===== config.mk =====
export PLATFORM = sky130hd
export DESIGN_NAME = cpu_host_ctrl
export DESIGN_NICKNAME = d
export VERILOG_FILES = /design/src/rtl/cpu_host_ctrl.sv
export SDC_FILE = /design/constraint.sdc
export NUM_CORES = 1
export LEC_CHECK = 0
export CAP_MARGIN = 10
export CORE_AREA = 5 5 64 66
export DETAILED_ROUTE_END_ITERATION = 8
export DIE_AREA = 0 0 69 71
export PLACE_DENSITY_LB_ADDON = 0.2
export SLEW_MARGIN = 30
export SYNTH_ARGS = -nofsm -noshare
export SYNTH_HDL_FRONTEND = slang
export SYNTH_SLANG_ARGS = --single-unit

===== constraint.sdc =====
create_clock -name clk -period 2.25 [get_ports clk]
set_input_delay 0.3375 -clock clk [delete_from_list [all_inputs] [get_ports clk]]
set_output_delay 0.3375 -clock clk [all_outputs]
set_load 0.05 [all_outputs]

===== src/rtl/cpu_host_ctrl.sv =====
// Host-side launcher for a processor core: holds the core in reset, pulses req, then times the run.
// Optional completed-run counter enabled by defining HOST_RUN_COUNT_EN.
module cpu_host_ctrl #(
  parameter int CW          = 16,
  parameter int RST_CYC     = 2,
  parameter int TIMEOUT_CYC = 4095
) (
  input  logic          clk,
  input  logic          reset,
  input  logic          start,
  input  logic          cpu_done,
  output logic          cpu_reset,
  output logic          cpu_req,
  output logic          busy,
  output logic          finished,
  output logic          timeout,
  output logic [CW-1:0] cycle_count,
  output logic [7:0]    run_count
);

  typedef enum logic [2:0] {
    IDLE,
    RESET_CORE,
    REQ,
    RUN,
    DONE,
    TOUT
  } state_t;

  localparam int RW = (RST_CYC > 1) ? $clog2(RST_CYC) : 1;

  state_t        state;
  state_t        nextState;
  logic [RW-1:0] rstCnt;
  logic [CW-1:0] cntInc;
  logic          rstLast;
  logic          launch;

  assign cntInc  = cycle_count + CW'(1);
  assign rstLast = (rstCnt == RW'(RST_CYC - 1));

  // NOTE: every output gets a default before the case so no path leaves one unassigned (no latches).
  always_comb begin
    nextState = state;
    launch    = 1'b0;
    cpu_reset = 1'b0;
    cpu_req   = 1'b0;
    busy      = 1'b0;
    finished  = 1'b0;
    timeout   = 1'b0;
    case (state)
      IDLE: begin
        cpu_reset = 1'b1;
        if (start) begin
          nextState = RESET_CORE;
          launch    = 1'b1;
        end
      end
      RESET_CORE: begin
        cpu_reset = 1'b1;
        busy      = 1'b1;
        if (rstLast) nextState = REQ;
      end
      REQ: begin
        cpu_req   = 1'b1;
        busy      = 1'b1;
        nextState = RUN;
      end
      RUN: begin
        busy = 1'b1;
        // Completion beats timeout when both land in the same cycle.
        if (cpu_done)                          nextState = DONE;
        else if (cntInc == CW'(TIMEOUT_CYC))   nextState = TOUT;
      end
      DONE: begin
        finished = 1'b1;
        if (start) begin
          nextState = RESET_CORE;
          launch    = 1'b1;
        end
      end
      TOUT: begin
        timeout = 1'b1;
        if (start) begin
          nextState = RESET_CORE;
          launch    = 1'b1;
        end
      end
      default: begin
        cpu_reset = 1'b1;
        nextState = IDLE;
      end
    endcase
  end

  // NOTE: sequential state uses non-blocking assignments so every register samples pre-edge values.
  always_ff @(posedge clk) begin
    if (reset) begin
      state       <= IDLE;
      rstCnt      <= '0;
      cycle_count <= '0;
    end else begin
      state <= nextState;
      if (state == RESET_CORE && !rstLast) rstCnt <= rstCnt + RW'(1);
      else                                 rstCnt <= '0;
      if (launch)                          cycle_count <= '0;
      else if (state == RUN && !cpu_done)  cycle_count <= cntInc;
    end
  end

`ifdef HOST_RUN_COUNT_EN
  logic [7:0] runCnt;

  // Counts successful completions only; saturates and survives relaunches.
  always_ff @(posedge clk) begin
    if (reset)                                         runCnt <= '0;
    else if (state == RUN && cpu_done && runCnt != 8'hFF) runCnt <= runCnt + 8'd1;
  end

  assign run_count = runCnt;
`else
  assign run_count = 8'd0;
`endif

endmodule


======== Word-level counts from Yosys, hierarchy flattened ========
Cells that the tools add are included.
storage, ports and cells
  register bits after elaboration ......... 20
  input port bits ......................... 4
  word-level logic and storage cells ...... 38
operators by class
  $add $sub $neg .......................... 2
  equal/unequal tests ..................... 9
  multiplexer cells ....................... 12
  bitwise gates (word level) .............. 1
  reductions and logical operators ........ 11
operators by type and width
  kind                     number
  $add A16 B1 Y16 const B  1
  $eq A16 B12 Y1 const B   1
  $mux W3                  4
  $pmux W3 S4              1
  $mux W1                  7
  $eq A3 B2 Y1 const B     2
  $eq A3 B3 Y1 const B     2
  $reduce_or A3 Y1         2
  $reduce_or A2 Y1         2
  $reduce_or A4 Y1         1
  $eq A3 B1 Y1 const B     1
  $logic_not A3 Y1         1
  $ne A3 B3 Y1 const B     1
  $reduce_and A3 Y1        1
  $logic_and A1 B1 Y1      2
  $logic_not A1 Y1         2
  $ne A2 B1 Y1 const B     1
  $ne A2 B2 Y1 const B     1
  $add A1 B1 Y1 const B    1
  $not A1 Y1               1

======== Longest topological paths before layout ========
Gate-level depths: netlist (run 1).
  depth after elaboration ................. 5
  gate-level depth with buffers ........... 8
  gate-level depth less buffers ........... 8

======== Worst setup path after synthesis (run 1) ========
No wires, ideal clock.
  kind .................................... reg2reg
  start point ............................. reg cycle_count[1]
  end point ............................... reg state[0]
  setup time .............................. 0.121 ns
  arrival time ............................ 2.338 ns
  data required time ...................... 2.129 ns
  slack ................................... -0.209 ns
  cell stages (with the launch flop) ...... 8
  buffers on the path ..................... 0
  cells stage by stage .................... dfxtp_1 > ha_1 > a21bo_2 > nor4b_1 > nor3_1 > nor4_2 > a41oi_2 > mux2_4
between the ends
  word-level cells in the longest chain between the ends .. 4
RTL lines
  element                             line  RTL
  start: declaration                  17    output logic [CW-1:0] cycle_count,
  start signal: assignment            107   else if (state == RUN && !cpu_done) cycle_count <= cntInc;
  $add A16 B1 Y16                     39    assign cntInc = cycle_count + CW'(1);
  $eq A16 B12 Y1                      73    else if (cntInc == CW'(TIMEOUT_CYC)) nextState = TOUT;
  $ne A3 B3 Y1 (no source line)       n/a
  $reduce_and A3 Y1 (no source line)  n/a
  end signal: assignment              103   state <= nextState;
  end: declaration                    32    state_t state;
No other way between the ends.
A chain may end at the register's enable or synchronous reset.

======== Worst setup path after layout (run 1) ========
  start point ............................. reg cycle_count[0]
  end point ............................... reg state[0]
Same word-level chain as after synthesis.

==> impl_metrics.py, run 1 <==
metrics = {
    "layout": {
        "areaGrowthSynthToFinish_pct": 30.6,
        "final-instance-count-excl-fill": 245,
        "antenna_diode_instance_count": 0,
        "fill_cells": 354,
        "layout-drive-gt1-share_pct": 21.8,
        "num-nets-final": 206,
        "non_filler_cell_area_final_um2": 1720,
    },
    "flow_run": {
        "cap_viol_max_count": 0,
    },
    "routing": {
        "antenna_left": 0,
        "route.detailed.wl_per_inst_um": 13.1,
        "dr_total_vias": 1253,
        "drt_iter0_markers": 99,
        "drt_first_pass_iters": 4,
        "drc": 0,
        "avgViaCountPerCell": 5.11,
        "detail_route.wirelength_um": 3220,
    },
    "yosys": {
        "ys_dominant_reg_cell": "dfxtp_1",
        "ys_warn_count": 0,
        "post_synth_main_area_contributors": "dfxtp_1, nor2_1, xnor2_1",
        "netlist.top_cell.by_area": "dfxtp_1",
        "mapped_cell_area_um2": 1310,
        "post-synth-top-count-cell": "nor2_1",
        "synth_edf_count": 0,
        "synth_seq_area_share_pct": 30.5,
        "avgSynthCellArea_um2": 8.01,
        "synth_largest_type_area_fraction_pct": 30.5,
        "ys_async_sr_fraction_pct": 0,
        "post_synth_most_frequent_cells": "nor2_1, dfxtp_1, nand2_1",
        "netlist-cell-type-count": 42,
        "synthCells": 164,
        "ys_ff_latch": 20,
    },
    "floorplanning": {
        "design.die.area_um2": 4900,
        "fp.coreArea_um2": 3520,
        "fp.dieW_um": 69,
        "core.rowCount": 22,
        "die-height_um": 71,
        "pin_count": 33,
        "floorplan.initialDensity_pct": 37.3,
    },
    "timing": {
        "max_freq_mhz": 467,
        "fin_skew_ns": 0.00328,
        "timing.max_slew.rel_slack_pct": 62.7,
        "final.hold.worst_slack_ns": 0.436,
        "tightestPinTransition_ns": 0.558,
        "final-hold-violation-count": 0,
        "finalSetupViolations": 0,
        "fin_crit_ns": 2.14,
        "final.setup.worst_slack_ns": 0.109,
        "slew_violations": 0,
        "final_min_period_over_clock_period_pct": 95.1,
    },
    "placed_design": {
        "dpl_worst_slack_ns": -0.250,
        "place_area_um2": 1640,
        "finalWeightedCongestion": 0.818,
        "dp_hpwl_um": 2420,
        "port_buffers": 24,
        "dp_cells": 240,
    },
    "critical_path": {
        "critPathBufInv": 0,
        "endpoint_kind": "flip-flop",
        "worst_setup_path_start_kind": "flip-flop",
        "worstPathCellList": "ha_2 > a21bo_2 > nor4b_2 > nor3_1 > nor4_4 > a41oi_2 > mux2_4",
        "path_max_fanout": 6,
        "critical-path-slowest-cell": "dfxtp_4",
        "timing.critical_path.required_ns": 2.45,
        "ff2ff_path_depth": 7,
        "cp.arrival_ns": 2.34,
        "cp.depth": 7,
        "worst_path_class_setup": "reg2reg",
        "path_delay_family": "simple AND/OR/NAND/NOR gates",
        "worst_path_largest_cell_delay_ns": 0.40,
    },
    "pwr": {
        "max-vdd-ir-drop_mv": 0.521,
        "leakage_nw": 0.614,
        "total_power_w": 0.000993,
        "power_density_nw_per_um2": 579,
    },
    "global_routing": {
        "antenna_found_initial": 0,
        "globalRoute.totalOverflow": 0,
        "pin_count_of_the_biggest_net_entering_global_routing": 17,
        "grt_util_all_layers_pct": 13.0,
        "grt_first_pass_wirelength_um": 5400,
        "vias_in_the_first_global_route": 1263,
    },
    "clocking": {
        "cts-root-buf": "clkbuf_4",
        "post_cts_hold_buffer_count": 0,
        "cts_tree": "done",
        "clkTransAtPathRegs_ns": 0.11,
        "clock_latency_ns": 0.30,
        "max-clock-path-buffers": 2,
        "cts.sinks": 20,
        "tritoncts.num_buffers": 3,
        "cts.htree.levels": 1,
    },
    "min_path": {
        "hold_class": "reg2reg",
        "min_delay_path_depth": 1,
    },
    "outcome": {
        "run_status": "complete, no violations",
    },
}
-- per-stage QoR --
stage	setup TNS, ns	utilization (%)
6_report	0	48.7
5_1_grt	-0.0995	48.7
4_1_cts	0	47.4
3_5_place_dp	-0.679	46.4
3_3_place_gp	-0.433	46.4
2_1_floorplan	0	-
-- area by class of cell --
| type | count | area, um^2 | share of cell area, % |
|---|---|---|---|
| multi-input combinational | 128 | 841 | 49.0 |
| sequential | 20 | 415 | 24.2 |
| timing repair buffer | 37 | 333 | 19.4 |
| tap | 48 | 60.1 | 3.50 |
| clock buffer | 4 | 36.3 | 2.12 |
| inverter | 8 | 30.0 | 1.75 |
-- registers in the layout, indices dropped and copies added, names as in the netlist --
register	flops
rstCnt	1
state	3
cycle_count	16
-- kinds of logic after synthesis --
group	Yosys count	synth area share, %
adder cells (fa/ha/maj)	4	3.81
flip-flops	20	30.5
AND/OR/NAND/NOR	76	29.5
multiplexers	4	3.90
XOR/XNOR	16	10.7
buffers and inverters	23	9.71
other	1	0.285
AO/OA/AOI/OAI	20	11.6
-- layout by cell type, fill, tap and decap left out, drive strengths merged, types with 2 or more instances in the layout --
master,count
buf,16
nor4,7
dfxtp,20
nor2,28
nand3,2
inv,8
nand2,12
a21oi,4
mux2,3
o21ai,5
clkbuf,4
xnor2,9
or3,2
ha,4
clkdlybuf4s50,20
nand4,7
nor3,8
nor4b,3
xor2,7
conb,8
a41oi,2
-- power by group --
part           internal, W  total, W  switching (W)
registers         0.000375  0.000390      0.0000149
logic             0.000149  0.000394       0.000245
clock network    0.0000986  0.000209       0.000111
-- path summary, 6_finish.rpt --
kind                                                  start                     to  slack [ns]
worst max-delay path            cycle_count[0]$_SDFFE_PP0P_  state[0]$_SDFFE_PP0P_        0.11
worst min-delay path                      rstCnt$_SDFF_PP0_      rstCnt$_SDFF_PP0_        0.44
worst max register to register  cycle_count[0]$_SDFFE_PP0P_  state[0]$_SDFFE_PP0P_        0.11
worst min register to register            rstCnt$_SDFF_PP0_      rstCnt$_SDFF_PP0_        0.44
-- per-layer routing --
metal,vias to the layer above,part of all wire [%],global-route usage (%)
met5,-,0,0
met4,0,1.1,5.21
met3,5,5.9,2.98
met2,46,51,23.7
met1,577,41,14.6
li1,625,-,-
-- timing repair --
action	4_1_cts	5_1_grt
resized for setup	0	10
setup endpoints to repair	0	4
endpoints found under the hold margin	0	0
buffers inserted	0	1
(Power assumes the default switching activity.)
==> inputs of run 2 (changes only) <==
--- a/config.mk
+++ b/config.mk
@@ -10,4 +10,5 @@
 export DETAILED_ROUTE_END_ITERATION = 8
 export DIE_AREA = 0 0 69 71
+export GPL_TIMING_DRIVEN = 0
 export PLACE_DENSITY_LB_ADDON = 0.2
 export SLEW_MARGIN = 30
==> constraint.sdc (replaced) <==
create_clock -name clk -period 2.25 [get_ports clk]
set_input_delay 0.3375 -clock clk [delete_from_list [all_inputs] [get_ports clk]]
set_output_delay 0.3375 -clock clk [all_outputs]
set_load 0.01 [all_outputs]
==> impl_metrics.py, run 2 (synthesized netlist as in run 1, its figures left out) <==
metrics = {
    "critical_path": {
        "reg2reg_slack_ns": 0.11,
        "timing.critical_path.required_ns": 2.45,
        "worst_setup_path_start_kind": "flip-flop",
        "path_max_fanout": 4,
        "cp.arrival_ns": 2.34,
        "endpoint_kind": "flip-flop",
        "worst_path_class_setup": "reg2reg",
    },
    "floorplanning": {
        "fp.coreArea_um2": 3520,
        "design.die.area_um2": 4900,
        "die-height_um": 71,
        "core.rowCount": 22,
        "floorplan.initialDensity_pct": 37.3,
        "pin_count": 33,
        "fp.dieW_um": 69,
    },
    "timing": {
        "fin_skew_ns": 0.00340,
        "finalSetupViolations": 0,
        "fin_crit_ns": 2.14,
        "totalNegativeSetupSlack_ns": 0,
        "final.setup.worst_slack_ns": 0.112,
        "max_freq_mhz": 468,
        "final-hold-violation-count": 0,
        "final_min_period_over_clock_period_pct": 95.0,
        "slew_violations": 0,
    },
    "outcome": {
        "run_status": "complete, no violations",
    },
    "layout": {
        "largest_register_ffs": 16,
        "mostFrequentLayoutCell": "nor2_1",
        "final-instance-count-excl-fill": 250,
        "antenna_diode_instance_count": 0,
        "layout-drive-gt1-share_pct": 19.8,
        "most-common-layout-cells": "nor2_1, clkdlybuf4s50_1, dfxtp_1",
        "largest_register": "cycle_count",
        "fill_cells": 369,
        "areaGrowthSynthToFinish_pct": 33.6,
        "largest_registers": "cycle_count: 16 flops, state: 3 flops, rstCnt: 1 flops",
        "num-nets-final": 212,
        "post-route-util_pct": 49.8,
    },
    "pwr": {
        "leakage_nw": 0.622,
        "total_power_w": 0.000890,
        "max-vdd-ir-drop_mv": 0.265,
        "power_density_nw_per_um2": 507,
    },
    "min_path": {
        "hold_class": "reg2reg",
    },
    "placed_design": {
        "dp_cells": 243,
        "dpl_worst_slack_ns": -0.289,
        "dp_hpwl_um": 2420,
        "finalWeightedCongestion": 0.863,
        "port_buffers": 24,
    },
    "clocking": {
        "cts.sinks": 20,
        "clkTransAtPathRegs_ns": 0.11,
        "max-clock-path-buffers": 2,
        "cts.htree.levels": 1,
        "clock_latency_ns": 0.30,
        "post_cts_hold_buffer_count": 0,
        "tritoncts.num_buffers": 3,
        "cts_tree": "done",
        "cts-root-buf": "clkbuf_4",
    },
    "global_routing": {
        "pin_count_of_the_biggest_net_entering_global_routing": 11,
        "grt_util_all_layers_pct": 12.7,
        "grt_first_pass_wirelength_um": 5310,
        "globalRoute.totalOverflow": 0,
        "vias_in_the_first_global_route": 1234,
        "antenna_found_initial": 0,
    },
    "routing": {
        "drt_iter0_markers": 68,
        "dr_total_vias": 1295,
        "drt_first_pass_iters": 4,
        "detail_route.wirelength_um": 3190,
        "avgViaCountPerCell": 5.18,
        "antenna_left": 0,
        "drc": 0,
        "route.detailed.wl_per_inst_um": 12.7,
    },
    "flow_run": {
        "cap_viol_max_count": 0,
    },
}
==> run 2: changes by cell type in the layout (fill, tap and decap cells not counted), sizes merged <==
| cell | previous run | this run |
|---|---|---|
| clkbuf | 4 | 6 |
| clkdlybuf4s50 | 20 | 23 |
==> run 2: worst max-delay path: stages, from the launching register on <==
cell     delay (ns)
dfxtp_4        0.39
buf_8          0.12
inv_2          0.04
ha_2           0.16
nand2_2        0.05
or4_4          0.49
nor4_4         0.29
a41oi_2        0.19
mux2_4         0.33
==> run 2: cell type report <==
cell class / instances / area [um^2] / area share [%]
tap: 48 / 60.1 / 3.42
clock buffer: 3 / 22.5 / 1.28
multi-input combinational: 128 / 846 / 48.2
buffer: 15 / 115 / 6.56
timing repair buffer: 28 / 273 / 15.5
inverter: 8 / 30.0 / 1.71
sequential: 20 / 409 / 23.3
==> run 2: power breakdown <==
group / internal (W) / leakage (nW) / switching (W)
clock network: 0.0000624 / 0.0138 / 0.000110
registers: 0.000376 / 0.164 / 0.0000134
logic: 0.000168 / 0.444 / 0.000160
total: 0.000606 / 0.622 / 0.000284
==> run 2: path summary, 6_finish.rpt <==
check / endpoint / from / depth (start not counted)
setup / recovery: state[0]$_SDFFE_PP0P_ / cycle_count[0]$_SDFFE_PP0P_ / 8
hold / removal: rstCnt$_SDFF_PP0_ / rstCnt$_SDFF_PP0_ / 1
setup reg to reg: state[0]$_SDFFE_PP0P_ / cycle_count[0]$_SDFFE_PP0P_ / 8
hold reg to reg: rstCnt$_SDFF_PP0_ / rstCnt$_SDFF_PP0_ / 1
==> run 2: what timing repair did <==
item / 4_1_cts / 5_1_grt
setup endpoints to repair: 2 / 5
pin swaps: 1 / 5
gates resized for setup: 4 / 20
buffers inserted: 2 / 2
endpoints found under the hold margin: 0 / 0
==> run 2: per-stage QoR <==
| step | instance area [um^2] | hold WS, ns |
|---|---|---|
| 3_3_place_gp | 1640 | 0.414 |
| 6_report | 1760 | 0.433 |
| 4_1_cts | 1690 | 0.441 |
| 5_1_grt | 1760 | 0.472 |
| 2_1_floorplan | 1340 | 0.397 |
| 3_5_place_dp | 1640 | 0.424 |
==> run 2: layer usage <==
| metal | vias up | global-route usage, % | wire, um |
|---|---|---|---|
| li1 | 639 | - | - |
| met1 | 603 | 14.3 | 1340 |
| met2 | 43 | 23.1 | 1610 |
| met3 | 10 | 2.70 | 149 |
| met4 | 0 | 5.42 | 82 |
| met5 | - | 0 | 0 |
